[src/rtl/mux8_rr_arbiter.sv]
// mux8_rr_arbiter: round-robin owner of a shared 8:1 mux path with burst-limited tenures
// ports: req[i] asks for the path; out_ready is downstream accept; grant is the one-hot owner;
//        sel is the mux select; busy means an owner holds the path; xfer means a beat was
//        accepted; burst_end pulses the cycle after a forced release
module mux8_rr_arbiter #(
  parameter int unsigned MAX_BURST = 4
) (
  input  logic       clk,
  input  logic       reset,
  input  logic [7:0] req,
  input  logic       out_ready,
  output logic [7:0] grant,
  output logic [2:0] sel,
  output logic       busy,
  output logic       xfer,
  output logic       burst_end
);
  typedef enum logic {IDLE, OWN} state_t;
  localparam logic [7:0] MB = 8'(MAX_BURST);
  state_t state_q, state_d;
  logic [7:0] grant_q, grant_d, cnt_q, cnt_d, cand;
  logic [2:0] sel_q, sel_d, ptr_q, ptr_d, base, idx, win;
  logic be_q, be_d, forced, rel, win_v;
  assign xfer = state_q == OWN && req[sel_q] && out_ready;
  assign forced = xfer && MB != 8'd0 && cnt_q + 8'd1 == MB;
  assign rel = state_q == OWN && (!req[sel_q] || forced);
  // a forced owner is masked out so any other pending requester takes the handoff
  assign cand = req & ~(forced ? 8'b1 << sel_q : 8'b0);
  assign base = state_q == OWN ? sel_q : ptr_q;
  always_comb begin
    win_v = 1'b0;
    win = 3'd0;
    idx = 3'd0;
    // scan farthest-first so the nearest set bit after base is the one that sticks
    for (int k = 8; k >= 1; k--) begin
      idx = base + 3'(k);
      if (cand[idx]) begin
        win_v = 1'b1;
        win = idx;
      end
    end
  end
  always_comb begin
    state_d = state_q;
    grant_d = grant_q;
    sel_d = sel_q;
    cnt_d = cnt_q + {7'd0, xfer};
    ptr_d = ptr_q;
    be_d = 1'b0;
    if (state_q == IDLE || rel) begin
      state_d = win_v ? OWN : IDLE;
      grant_d = win_v ? 8'b1 << win : 8'b0;
      sel_d = win_v ? win : sel_q;
      cnt_d = 8'd0;
    end
    if (rel) begin
      ptr_d = sel_q;
      be_d = forced;
    end
  end
  always_ff @(posedge clk) begin
    if (reset) begin
      state_q <= IDLE;
      grant_q <= 8'd0;
      sel_q <= 3'd0;
      cnt_q <= 8'd0;
      ptr_q <= 3'd7;
      be_q <= 1'b0;
    end else begin
      state_q <= state_d;
      grant_q <= grant_d;
      sel_q <= sel_d;
      cnt_q <= cnt_d;
      ptr_q <= ptr_d;
      be_q <= be_d;
    end
  end
  assign grant = grant_q;
  assign sel = sel_q;
  assign busy = state_q == OWN;
  assign burst_end = be_q;
endmodule

[config.mk]
export PLATFORM = sky130hd
export DESIGN_NAME = mux8_rr_arbiter
export DESIGN_NICKNAME = d
export VERILOG_FILES = /design/src/rtl/mux8_rr_arbiter.sv
export SDC_FILE = /design/constraint.sdc
export NUM_CORES = 1
export LEC_CHECK = 0
export ABC_AREA = 0
export ABC_CLOCK_PERIOD_IN_PS = 4900
export BUFFER_PORTS_ARGS = -buffer_cell sky130_fd_sc_hd__buf_2
export CORE_MARGIN = 10
export CORE_UTILIZATION = 50
export CTS_CLUSTER_DIAMETER = 150
export DETAILED_ROUTE_END_ITERATION = 6
export GPL_TIMING_DRIVEN = 0
export PLACE_DENSITY = 0.73
export SLEW_MARGIN = 10
export SYNTH_ARGS = -nofsm -noshare
export SYNTH_HDL_FRONTEND = slang
export SYNTH_SLANG_ARGS = --single-unit
export TNS_END_PERCENT = 1
[constraint.sdc]
create_clock -name clk -period 4.9 [get_ports clk]
set_clock_uncertainty 0.2 [all_clocks]
set_input_delay 0.245 -clock clk [delete_from_list [all_inputs] [get_ports clk]]
set_output_delay 0.245 -clock clk [all_outputs]
set_load 0.1 [all_outputs]
==> impl_metrics.ini <==
[sta]
fmax_mhz = 213.5
setup_viol = 0
hold_viol = 0
worst_pin_slew_ns = 0.8484
fin_ws_ns = 0.2155
fin_crit_ns = 4.684
slew_headroom_pct = 42.96
hold-worst-slack_ns = 0.1595
fin_crit_sh_pct = 95.60
slew_viol_final = 0
setup_tns_ns = 0
rsz0062_at_grt = yes

[grt]
grtUsageTotal_pct = 16.89
grt_pass1_vias = 2428
grt_pass1_wl_um = 12220
antenna_found_initial = 0
grt_max_degree = 14
grt_overflow = 0

[critical_path]
critPathKind = reg2reg
path_max_fanout = 10
critical_path_arrival_ns = 4.67
startpoint = sel[1]$_SDFFE_PP0P_
reg2reg_from = sel[1]$_SDFFE_PP0P_
crit_required_ns = 4.88
startpoint_type = register
worstSetupEndpointType = register

[drt]
detail-route-antenna-nets = 0
wl_per_cell_um = 18.07
via_per_inst = 6.392
num_vias = 2544
drc_errors = 0
drt_iter0_markers = 276
routed_wl_um = 7190
drt-pass1-iter-count = 4

[die]
rows = 26
start_util_pct = 51.71
die_area_um2 = 8590
coreArea_um2 = 5107
io_pins = 25
die_y_um = 92.68
dieWidth_um = 92.68

[power]
cellPowerDensity_nw_per_um2 = 667.4
p_leak_nw = 1.157
finalPower_mw = 1.937
ir_drop_mv = 0.3542

[yosys]
synth_top_family_by_area = compound AO/OA/AOI/OAI gates
yosys-top-cells-count = nor2_1, nand2_1, dfxtp_1, mux2i_1, nand3_1
synth-simple-area-share_pct = 22.26
synth.avg_cell_area_um2 = 8.746
synth_ff_type = dfxtp_1
synth_xor_area_share_pct = 3.316
synthMuxAreaShare_pct = 18.24
yosysMostFrequentCell = nor2_1
yosys.area_share.adder_pct = 1.895
yosys.cell_types.count = 78
synth-compound-area-share_pct = 27.48
yosys.area.top_type = dfxtp_1
ys_warn_count = 0
synth_cells = 302
synth_nets = 317
synthArstFlopShare_pct = 0
synth_area_um2 = 2641
ys_ff_latch = 24
seq_area_frac_synth_pct = 18.19
synth_edf_count = 0
synth_area_leaders = dfxtp_1, mux2i_1, mux4_2
synth_top_area_share_pct = 18.19

[cts]
cts_tree = yes
clk_latency_ns = 0.27
cts.sinks = 24
clk_path_buf_depth = 2
cts.htree.levels = 1
clk_pin_slew_ns = 0.09
cts_root_buf = clkbuf_8
cts_made_buffers = 3

[hold_path]
hp-class = in2reg
hold_start = reset

[layout]
final_util_pct = 56.81
layout.nets = 344
stdcell_count = 398
fin_area_um2 = 2902
drive_gt1_share_pct = 24.39
fill_cells = 504
area_growth_pct = 9.853
diodes = 0

[place]
place_inst = 394
place_ws_ns = 0.3128
gp_congestion = 0.9277
place_area_um2 = 2839
hpwlAfterDp_um = 5508
io_buffers = 22

[run_status]
status = finished clean

[flow_run]
cap_violations = 0
-- critical path, cell delays in order (launching register included) --
cell and delay, ns:
dfxtp_1 0.42, clkbuf_1 0.39, mux2i_1 0.20, clkbuf_8 0.22
clkbuf_1 0.26, ha_1 0.35, clkbuf_1 0.34, inv_2 0.20
mux4_2 0.37, a2bb2oi_1 0.17, a31oi_1 0.11, a211oi_1 0.49
o31ai_1 0.11, o211a_1 0.30, nand3b_1 0.21, o31ai_1 0.22
-- repair_timing --
action,CTS,global route
resized for setup,0,1
buffers inserted,0,0
hold buffers,0,0
setup endpoints to repair,0,10
-- state kept, by name, summed over array words and instances, names as in the netlist --
name       cells
sel            3
ptr_q          3
cnt_q          8
burst_end      1
grant          8
busy           1
-- report_power, final --
group          leakage, nW  switching (mW)  total (mW)  internal [mW]
combinational        0.933           0.987        1.53          0.548
clock               0.0288          0.0647       0.137         0.0719
sequential           0.196          0.0326       0.265          0.233
-- worst paths after layout --
check                               end  slack [ns]  cells after the start
setup / recovery  grant[6]$_SDFFE_PP0P_        0.22                     15
hold / removal    grant[7]$_SDFFE_PP0P_        0.16                      3
setup reg to reg  grant[6]$_SDFFE_PP0P_        0.22                     15
hold reg to reg   grant[3]$_SDFFE_PP0P_        0.25                      2
-- cell usage in the layout, fill, tap and decap left out, types with 5 or more instances in the layout --
| cell type | count |
|---|---|
| nor2_1 | 30 |
| inv_1 | 10 |
| nand2_1 | 26 |
| buf_2 | 24 |
| nand2b_1 | 5 |
| a21oi_1 | 8 |
| dfxtp_1 | 24 |
| mux2i_1 | 20 |
| o31ai_1 | 7 |
| a31oi_1 | 5 |
| nand3_1 | 12 |
| mux4_2 | 6 |
| clkbuf_8 | 8 |
| clkbuf_1 | 9 |
| xor2_1 | 6 |
-- cells by family after synthesis --
kind of cell,Yosys count
buf+inv,30
compound gates,85
xor+xnor,10
fa+ha+maj,4
mux,34
simple gates,115
flops,24
-- per-layer routing --
metal	share of wire, %	GRT usage, %
met1	44	21.27
met2	48	28.59
met3	5.7	2.583
met4	2.1	5.784
met5	0	0
-- area by class of cell --
type	count	area, µm²	share of cell area [%]
clock buffer	4	55.05	1.897
inverter	11	41.29	1.423
tap	70	87.58	3.019
sequential	24	480.5	16.56
timing repair buffer	22	110.1	3.795
multi-input combinational	248	1941	66.88
buffer	19	186.4	6.425
No activity file was read; power rests on OpenSTA's default activity.
